File: config.mk
export PLATFORM = sky130hd
export DESIGN_NAME = alu_test_seq
export DESIGN_NICKNAME = d
export VERILOG_FILES = /design/src/rtl/alu_test_seq.sv
export SDC_FILE = /design/constraint.sdc
export NUM_CORES = 2
export LEC_CHECK = 0
export ABC_CLOCK_PERIOD_IN_PS = 4860
export BUFFER_PORTS_ARGS = -buffer_cell sky130_fd_sc_hd__buf_2
export CAP_MARGIN = 15
export CORE_AREA = 8 8 247 249
export DETAILED_ROUTE_END_ITERATION = 16
export DIE_AREA = 0 0 255 257
export PLACE_DENSITY = 0.84
export SYNTH_ARGS = -nofsm -noshare
export SYNTH_HDL_FRONTEND = slang
export SYNTH_SLANG_ARGS = --single-unit
File: constraint.sdc
create_clock -name clk -period 4.86 [get_ports clk]
set_input_delay 0.486 -clock clk [delete_from_list [all_inputs] [get_ports clk]]
set_output_delay 0.486 -clock clk [all_outputs]
set_load 0.05 [all_outputs]
File: src/rtl/alu_test_seq.sv
// Randomised test-vector sequencer for a modular-arithmetic ALU: draws operands below the
// selected field modulus from a xorshift64 stream, issues one operation per vector, tallies results.
module alu_test_seq #(
  parameter logic [255:0] P_ALT   = 256'hFFFFFFFF_FFFFFFFF_FFFFFFFF_FFFFFFFF_FFFFFFFF_FFFFFFFF_FFFFFFFE_FFFFFC2F,
  parameter int unsigned  TIMEOUT = 20000
) (
  input  logic         clk,
  input  logic         rst,
  input  logic         start,
  input  logic [15:0]  n_vec,
  input  logic [63:0]  seed,
  input  logic [1:0]   op_sel,
  input  logic         fld_in,
  output logic         test_add,
  output logic         test_sub,
  output logic         test_mul,
  output logic         test_inv,
  output logic         run,
  output logic         fld_25519,
  output logic [255:0] opa,
  output logic [255:0] opb,
  input  logic         pass,
  input  logic         done,
  input  logic         bad_op,
  output logic         busy,
  output logic         finished,
  output logic [15:0]  vec_cnt,
  output logic [15:0]  fail_cnt,
  output logic         timeout_err,
  output logic         bad_op_seen
);

  localparam logic [255:0] P_25519 = 256'h7FFFFFFF_FFFFFFFF_FFFFFFFF_FFFFFFFF_FFFFFFFF_FFFFFFFF_FFFFFFFF_FFFFFFED;
  localparam logic [1:0]   OP_INV  = 2'd3;

  typedef enum logic [2:0] {
    S_IDLE, S_GEN_A, S_CHK_A, S_GEN_B, S_CHK_B, S_ISSUE, S_WAIT, S_FINISH
  } state_t;

  function automatic logic [63:0] xorshift64(input logic [63:0] x);
    logic [63:0] v;
    v = x ^ (x << 13);
    v = v ^ (v >> 7);
    v = v ^ (v << 17);
    return v;
  endfunction

  function automatic logic [3:0] op_onehot(input logic [1:0] op);
    logic [3:0] oh;
    case (op)
      2'd0:    oh = 4'b0001;
      2'd1:    oh = 4'b0010;
      2'd2:    oh = 4'b0100;
      2'd3:    oh = 4'b1000;
      default: oh = 4'b0000;
    endcase
    return oh;
  endfunction

  state_t         state_r;
  logic [63:0]    prng_r;
  logic [1:0]     gen_idx_r;
  logic [255:0]   opa_r, opb_r;
  logic [15:0]    n_vec_r, vec_cnt_r, fail_cnt_r;
  logic [1:0]     op_r;
  logic           fld_r, run_r, busy_r, finished_r, timeout_err_r, bad_op_seen_r;
  logic [3:0]     strobe_r;
  logic [31:0]    wait_cnt_r;

  logic [63:0]    prng_next_s;
  logic [255:0]   mod_s, cand_a_s, cand_b_s;
  logic           reject_a_s, reject_b_s, timeout_hit_s, last_vec_s, vec_fail_s;

  // Candidate masking, rejection tests and WAIT exit decode.
  always_comb begin
    prng_next_s = xorshift64(prng_r);
    cand_a_s    = opa_r;
    cand_b_s    = opb_r;
    if (fld_r) begin
      mod_s         = P_25519;
      cand_a_s[255] = 1'b0;
      cand_b_s[255] = 1'b0;
    end else begin
      mod_s = P_ALT;
    end
    reject_a_s    = (cand_a_s >= mod_s) || ((op_r == OP_INV) && (cand_a_s == 256'd0));
    reject_b_s    = (cand_b_s >= mod_s);
    // A done arriving on the timeout cycle wins over the timeout.
    timeout_hit_s = !done && (wait_cnt_r >= TIMEOUT);
    last_vec_s    = (({1'b0, vec_cnt_r} + 17'd1) == {1'b0, n_vec_r});
    vec_fail_s    = (done && (!pass || bad_op)) || timeout_hit_s;
  end

  // Campaign sequencer with all outputs registered.
  always_ff @(posedge clk) begin
    if (rst) begin
      state_r       <= S_IDLE;
      prng_r        <= 64'h1;
      gen_idx_r     <= 2'd0;
      opa_r         <= 256'd0;
      opb_r         <= 256'd0;
      n_vec_r       <= 16'd0;
      vec_cnt_r     <= 16'd0;
      fail_cnt_r    <= 16'd0;
      op_r          <= 2'd0;
      fld_r         <= 1'b0;
      run_r         <= 1'b0;
      busy_r        <= 1'b0;
      finished_r    <= 1'b0;
      timeout_err_r <= 1'b0;
      bad_op_seen_r <= 1'b0;
      strobe_r      <= 4'b0000;
      wait_cnt_r    <= 32'd0;
    end else begin
      finished_r <= 1'b0;
      case (state_r)
        S_IDLE: begin
          if (start) begin
            vec_cnt_r     <= 16'd0;
            fail_cnt_r    <= 16'd0;
            timeout_err_r <= 1'b0;
            bad_op_seen_r <= 1'b0;
            n_vec_r       <= n_vec;
            op_r          <= op_sel;
            fld_r         <= fld_in;
            prng_r        <= (seed == 64'd0) ? 64'h1 : seed;
            gen_idx_r     <= 2'd0;
            busy_r        <= 1'b1;
            state_r       <= (n_vec == 16'd0) ? S_FINISH : S_GEN_A;
          end
        end
        S_GEN_A: begin
          prng_r                          <= prng_next_s;
          opa_r[{gen_idx_r, 6'd0} +: 64] <= prng_next_s;
          gen_idx_r                       <= gen_idx_r + 2'd1;
          if (gen_idx_r == 2'd3) state_r <= S_CHK_A;
        end
        S_CHK_A: begin
          opa_r   <= cand_a_s;
          state_r <= reject_a_s ? S_GEN_A : S_GEN_B;
        end
        S_GEN_B: begin
          prng_r                          <= prng_next_s;
          opb_r[{gen_idx_r, 6'd0} +: 64] <= prng_next_s;
          gen_idx_r                       <= gen_idx_r + 2'd1;
          if (gen_idx_r == 2'd3) state_r <= S_CHK_B;
        end
        S_CHK_B: begin
          opb_r <= cand_b_s;
          if (reject_b_s) begin
            state_r <= S_GEN_B;
          end else begin
            run_r    <= 1'b1;
            strobe_r <= op_onehot(op_r);
            state_r  <= S_ISSUE;
          end
        end
        S_ISSUE: begin
          run_r      <= 1'b0;
          wait_cnt_r <= 32'd1;
          state_r    <= S_WAIT;
        end
        S_WAIT: begin
          if (done || timeout_hit_s) begin
            strobe_r <= 4'b0000;
            if (vec_cnt_r != 16'hFFFF) vec_cnt_r <= vec_cnt_r + 16'd1;
            if (vec_fail_s && (fail_cnt_r != 16'hFFFF)) fail_cnt_r <= fail_cnt_r + 16'd1;
            if (bad_op) bad_op_seen_r <= 1'b1;
            if (timeout_hit_s) timeout_err_r <= 1'b1;
            state_r <= last_vec_s ? S_FINISH : S_GEN_A;
          end else begin
            wait_cnt_r <= wait_cnt_r + 32'd1;
          end
        end
        S_FINISH: begin
          finished_r <= 1'b1;
          busy_r     <= 1'b0;
          state_r    <= S_IDLE;
        end
        default: begin
          run_r    <= 1'b0;
          strobe_r <= 4'b0000;
          busy_r   <= 1'b0;
          state_r  <= S_IDLE;
        end
      endcase
    end
  end

  assign test_add    = strobe_r[0];
  assign test_sub    = strobe_r[1];
  assign test_mul    = strobe_r[2];
  assign test_inv    = strobe_r[3];
  assign run         = run_r;
  assign fld_25519   = fld_r;
  assign opa         = opa_r;
  assign opb         = opb_r;
  assign busy        = busy_r;
  assign finished    = finished_r;
  assign vec_cnt     = vec_cnt_r;
  assign fail_cnt    = fail_cnt_r;
  assign timeout_err = timeout_err_r;
  assign bad_op_seen = bad_op_seen_r;

endmodule

-- Word-level counts from Yosys, hierarchy flattened
Cells that the tools add are included.
- word-level logic and storage cells: 142
- flip-flop bits (word level): 673
- output and inout port bits: 554
- reduce and logical (&&, ||, !) cells: 37
- add/sub/neg operators: 6
- shift-type cells: 2
- mux-type cells: 46
- eq/ne operators: 24
- bitwise gates (word level): 5
- magnitude comparators: 3
- operators by type and width (kind ; count):
    256-bit one-hot mux with 2 select lines ; 2
    256-bit bitwise mux ; 2
    256-bit >= comparator ; 2
    256-bit zero test ; 1
    256-bit 2-to-1 mux ; 1
    64-bit by 10-bit variable shift with 256-bit output, first input constant ; 1
    64-bit by 10-bit variable part select with 256-bit output ; 1
    64-bit 2-to-1 mux ; 2
    64-bit one-hot mux with 2 select lines ; 1
    64-bit XOR ; 2
    16-bit 2-to-1 mux ; 5
    64-bit zero test ; 1
    16-bit one-hot mux with 2 select lines ; 2
    32-bit one-hot mux with 2 select lines ; 1
    64-bit by 57-bit XOR with 64-bit output ; 1
    16-bit by 1-bit adder with 16-bit output, second input constant ; 2
    32-bit by 1-bit adder with 32-bit output, second input constant ; 1
    32-bit by 15-bit >= comparator with 1-bit output, second input constant ; 1
    32-bit 2-to-1 mux ; 1
    16-bit inequality test, second input constant ; 2
    3-bit one-hot mux with 8 select lines ; 1
    3-bit 2-to-1 mux ; 7
    2-bit inequality test, second input constant ; 10
    4-bit AND reduction ; 5
    27 further kinds ; 68

-- Logic depth before layout (Yosys ltp)
- depth after elaboration: 8
- depth in mapped cells: 10
- gate-level depth less buffers: 9

-- Worst setup path before layout
Ideal clock, no wire load.
- kind: reg-to-reg
- start point: reg fld_r, in the netlist fld_25519
- end point: reg state_r[2]
- data required time: 4.735 ns
- buffers on the path: 0
- arrival time: 2.760 ns
- setup time: 0.125 ns
- stages on the path, launching flop included: 10
- path slack: 1.975 ns
- cells stage by stage: dfxtp_1 inv_1 ha_1 nand4_1 nor4_1 a21oi_1 nor4_1 nand2_1 and3_1 o41a_1
- cells in the longest elaborated chain, start to end: 4
- elaborated cells between the ends (all ways): 5
- those cells by class: order compare (1); mux (4)
- ends and longest elaborated chain (element ; line ; text):
    start, declared ; 66 ; logic fld_r, run_r, busy_r, finished_r, timeout_err_r, bad_op_seen_r;
    start signal, assigned ; 125 ; fld_r <= fld_in;
    1-bit 2-to-1 mux / 256-bit 2-to-1 mux (equally long branches) ; 79 ; if (fld_r) begin
    256-bit >= comparator (*) ; 87 ; reject_b_s = (cand_b_s >= mod_s);
    3-bit 2-to-1 mux (*) ; 150 ; if (reject_b_s) begin
    3-bit one-hot mux with 8 select lines (*) ; 116 ; case (state_r)
    end signal, assigned ; 129 ; state_r <= (n_vec == 16'd0) ? S_FINISH : S_GEN_A;
    end signal, assigned ; 140 ; state_r <= reject_a_s ? S_GEN_A : S_GEN_B;
    end signal, assigned ; 170 ; state_r <= last_vec_s ? S_FINISH : S_GEN_A;
    end, declared ; 60 ; state_t state_r;
Every way passes the cells marked *; elsewhere a longest branch is shown, timed or not.
A chain may end at the register's enable or synchronous reset.

-- Worst setup path in the final report
- start point: reg opa_r[213], in the netlist opa[213]
- end point: reg state_r[1]
- cells in the longest elaborated chain, start to end: 5
- elaborated cells between the ends (all ways): 6
- those cells by class: order compare (1); mux (2); reduce/logical (3)
- ends and longest elaborated chain (element ; line ; text):
    start, declared ; 63 ; logic [255:0] opa_r, opb_r;
    start signal, assigned by index ; 134 ; opa_r[{gen_idx_r, 6'd0} +: 64] <= prng_next_s;
    start signal, assigned ; 139 ; opa_r <= cand_a_s;
    parallel branches: the longest is 2 deep, another holds 256-bit >= comparator ; n/a ;
    1-bit logical OR (*) ; 86 ; reject_a_s = (cand_a_s >= mod_s) || ((op_r == OP_INV) && (cand_a_s == 256'd0));
    2-bit 2-to-1 mux (*) ; 140 ;
    3-bit one-hot mux with 8 select lines (*) ; 116 ;
Mark *: on every way between the ends.

==> Flow_metrics.wiki <==
{| class="wikitable"
! Metric !! Value
|-
| Result of the run || finished with violations
|-
| Violations in the final reports || capacitance limit
|-
| Final global-route overflow total || 0
|-
| Final Hold Violating Endpoints || 0
|-
| Maximum number of pins on one net before global-route repair || approximately 210
|-
| IO Port Bufs || roughly 640
|-
| Required arrival time at the worst endpoint || between 5000 and 6000 ps
|-
| Layout net count || approximately 4500
|-
| Count of distinct cell types in the synthesized netlist || 60
|-
| Number of levels the H-tree was split into || 3
|-
| Layout overhead on the synthesized area || 22.2%
|-
| Average via count per standard cell || around 6.3
|-
| Gpl congestion || ~1.0
|-
| Net switching power || roughly 18000 uW
|-
| TNS Setup || 0 ps
|-
| Standard cell core area || ~57000 um2
|-
| Number of flops mapped to enable cells by yosys || 0
|-
| Max Cap Violations || 1
|-
| Final critical-path share of the clock period || 0.768
|-
| Root Driver || sky130_fd_sc_hd__clkbuf_16
|-
| DRT Wirelength || 148000 um
|-
| Site Rows || slightly below 90
|-
| Dpl hpwl || approximately 110000 um
|-
| CTS tree || yes
|-
| Highest attainable clock frequency || approximately 270 MHz
|-
| Int Power || roughly 14000 uW
|-
| Vias after detailed routing || 32900
|-
| Final routed DRC violation total || 0
|-
| Crit path capture type || register
|-
| Cell types with the highest counts after synthesis || sky130_fd_sc_hd__nand2_1 (905), sky130_fd_sc_hd__dfxtp_1 (673), sky130_fd_sc_hd__a21oi_1 (654)
|-
| Worst hold stages || 3
|-
| Clk Latency, worst-skew pair || between 600 and 700 ps
|-
| Portion of total power attributed to the clock network || 0.181
|-
| Max Slew Vio Count || 0
|-
| Number of register bits inferred by synthesis || between 600 and 700
|-
| Startpoint Class || register
|-
| Register clock-pin slew on the reported worst setup and hold paths || 70 ps
|-
| Violation count after the first detailed-routing iteration || roughly 5700
|-
| Buffers from clock root to sink, at most || 3
|-
| Cell type with the highest aggregate area in the netlist || sky130_fd_sc_hd__dfxtp_1
|-
| Initial antenna violation count || 18
|-
| Clock Sink Count || roughly 670
|-
| Number of synthesis warnings || 0
|-
| Total global-route track usage || 0.424
|-
| Final worst path period need || approximately 3700 ps
|-
| Number of CTS-inserted buffers || between 70 and 80
|-
| Leak || 0.0142 uW
|-
| Hold-fix buffers, CTS || 0
|-
| Share of layout cells above drive strength 1 || 0.202
|-
| I/O Pins || between 600 and 700
|-
| Post-Synthesis Mean Instance Area || around 7.6 um2
|-
| Worst Setup Path Type || register to register
|-
| Part of the Yosys area used for sequential elements || 0.461
|-
| Area of the die || ~66000 um2
|-
| Post-synthesis instance total || between 3000 and 4000
|-
| Ratio of total power to cell area || between 800 and 900 nW/um2
|-
| Transition time at the pin with the least slew margin || 1480 ps
|-
| Final setup violation count || 0
|-
| Post-route worst setup slack || roughly 1100 ps
|-
| Number of resized instances in the post-cts repair step || 0
|-
| Count leader, synth || sky130_fd_sc_hd__nand2_1
|-
| Sequential cell fraction of total power || 0.219
|-
| Hold Crit Class || input pin to register
|-
| Worst ir drop on vdd || ~0.0014 V
|-
| Biggest fanout along the worst timing path || 4
|-
| Initial standard-cell utilization of the core || 0.513
|-
| Share of the synthesized area in the top cell type || 0.461
|-
| Share of flip-flops with an asynchronous set or reset || 0
|-
| # Post-CTS Setup Buffers || 0
|-
| Arrival time at the worst endpoint || around 4200 ps
|-
| Nets in the synthesized netlist || ~4000
|-
| Max-Slew Margin vs Limit || 0.00756
|-
| Main area contributors after synthesis || sky130_fd_sc_hd__dfxtp_1 (46%), sky130_fd_sc_hd__nand2_1 (12%), sky130_fd_sc_hd__a21oi_1 (11%)
|-
| Count of TritonRoute iterations in the first routing pass || 9
|-
| Switch share || 0.573
|-
| Routed wire length per instance || ~28 um
|-
| DIE HEIGHT || 257 um
|-
| Post-placement worst setup slack || around 1600 ps
|-
| Reg2reg path depth || 6
|-
| Count of filler cells inserted in the layout || around 5000
|-
| Comb power frac || 0.600
|-
| Antenna Violating Nets Remaining || 0
|-
| R2R setup slack || around 1100 ps
|-
| RSZ-0062 raised after global routing || false
|-
| Via count of the first global-routing pass || approximately 30000
|-
| Finished layout cell area || 35800 um2
|-
| Width of the chip || approximately 260 um
|-
| Global-route wire length before repair || 206000 um
|-
| Most common flop cell mapped by yosys || sky130_fd_sc_hd__dfxtp_1
|-
| Post-Synthesis Cell Area || around 29000 um2
|-
| Worst setup skew after layout || roughly 36 ps
|-
| Area after DPL || between 30000 and 40000 um2
|}
-- final timing paths --
path	to	from
worst max-delay path	state_r[1]$_SDFFE_PP0P_	opa[213]$_SDFFE_PP0P_
worst min-delay path	prng_r[8]$_SDFFE_PP0P_	seed[8]
worst max register to register	state_r[1]$_SDFFE_PP0P_	opa[213]$_SDFFE_PP0P_
worst min register to register	wait_cnt_r[31]$_SDFFE_PP0P_	wait_cnt_r[31]$_SDFFE_PP0P_
-- placed cells by master, fill, tap and decap left out, types with 9 or more instances in the layout --
cell type | synthesis | layout
sky130_fd_sc_hd__xor2_1 | 69 | 63
sky130_fd_sc_hd__xnor2_2 | 2 | 37
sky130_fd_sc_hd__buf_4 | 0 | 57
sky130_fd_sc_hd__dfxtp_1 | 673 | 673
sky130_fd_sc_hd__buf_2 | 8 | 642
sky130_fd_sc_hd__a31oi_1 | 11 | 11
sky130_fd_sc_hd__bufinv_16 | 0 | 9
sky130_fd_sc_hd__a22oi_1 | 51 | 51
sky130_fd_sc_hd__nor4_1 | 126 | 126
sky130_fd_sc_hd__clkbuf_8 | 1 | 12
sky130_fd_sc_hd__nand3_1 | 59 | 57
sky130_fd_sc_hd__xnor2_1 | 170 | 135
sky130_fd_sc_hd__diode_2 | 0 | 13
sky130_fd_sc_hd__clkbuf_1 | 229 | 14
sky130_fd_sc_hd__nand2b_1 | 12 | 12
sky130_fd_sc_hd__inv_1 | 13 | 13
sky130_fd_sc_hd__nor2_1 | 458 | 457
sky130_fd_sc_hd__and3_1 | 13 | 9
sky130_fd_sc_hd__ha_1 | 20 | 20
sky130_fd_sc_hd__o21ai_0 | 19 | 19
sky130_fd_sc_hd__clkinv_2 | 0 | 14
sky130_fd_sc_hd__nor3_1 | 51 | 48
sky130_fd_sc_hd__and2_1 | 22 | 22
sky130_fd_sc_hd__a21oi_1 | 654 | 654
sky130_fd_sc_hd__nand4_1 | 164 | 164
sky130_fd_sc_hd__clkbuf_16 | 0 | 72
sky130_fd_sc_hd__nand2_1 | 905 | 897
sky130_fd_sc_hd__mux2i_1 | 10 | 10
-- critical path: stages, from the launching register on --
cell                       delay (ps)
sky130_fd_sc_hd__dfxtp_1          430
sky130_fd_sc_hd__nand4_1          290
sky130_fd_sc_hd__nor4_1          1080
sky130_fd_sc_hd__nand4_1          560
sky130_fd_sc_hd__or4_1            660
sky130_fd_sc_hd__o21ai_0          370
sky130_fd_sc_hd__o221ai_1         180
-- metrics by stage --
stage | hold WS (ps) | std cells | total power, uW | utilization
5_1_grt | 121 | 5177 | 31200 | 0.626
3_3_place_gp | 446 | 5041 | 24200 | 0.583
2_1_floorplan | 430 | 3840 | 14100 | -
6_report | 132 | 5188 | 31700 | 0.627
4_1_cts | 118 | 5170 | 29900 | 0.625
3_5_place_dp | 448 | 5042 | 24200 | 0.583
-- power by group through the flow --
| stage | logic [uW] | registers, uW | clock network [uW] |
|---|---|---|---|
| CTS | 17300 | 6880 | 5730 |
| global route | 18300 | 6960 | 5970 |
| finish | 19000 | 6940 | 5750 |
| global placement | 17200 | 6970 | 0 |
| detailed placement | 17200 | 6990 | 0 |
| floorplan | 6390 | 7690 | 0 |
-- state kept, by name (all words and copies together), names as in the netlist --
name	cells
bad_op_seen	1
busy	1
fail_cnt	16
finished	1
fld_25519	1
gen_idx_r	2
n_vec_r	16
op_r	2
opa	256
opb	256
prng_r	64
run	1
state_r	3
strobe_r	4
timeout_err	1
vec_cnt	16
wait_cnt_r	32
-- cells by family (layout without fill, tap and decap cells) --
family / count (synthesis) / count (layout) / synth area share
buf+inv: 277 / 847 / 0.0365
mux: 10 / 10 / 0.00342
xor+xnor: 241 / 241 / 0.0727
flops: 673 / 673 / 0.461
other cells: 0 / 13 / 0
fa+ha+maj: 20 / 20 / 0.00856
simple gates: 1842 / 1842 / 0.275
compound gates: 777 / 777 / 0.143
-- layer usage --
layer,track usage,share of wire,vias to the layer above
li1,-,-,14200
met1,0.498,0.34,15400
met2,0.612,0.42,2666
met3,0.168,0.15,675
met4,0.330,0.092,18
met5,0,0.00074,-
-- area by class of cell --
cell class	count	area [um2]	area share
multi-input cells	2890	15100	0.422
flip-flops and latches	673	13500	0.377
repair buffers	705	3730	0.104
clock buffers	98	2020	0.0565
well taps	765	957	0.0268
clock inverters	30	405	0.0113
inverters	14	52.6	0.00147
diodes	13	32.5	0.000910
(Power assumes the default switching activity.)
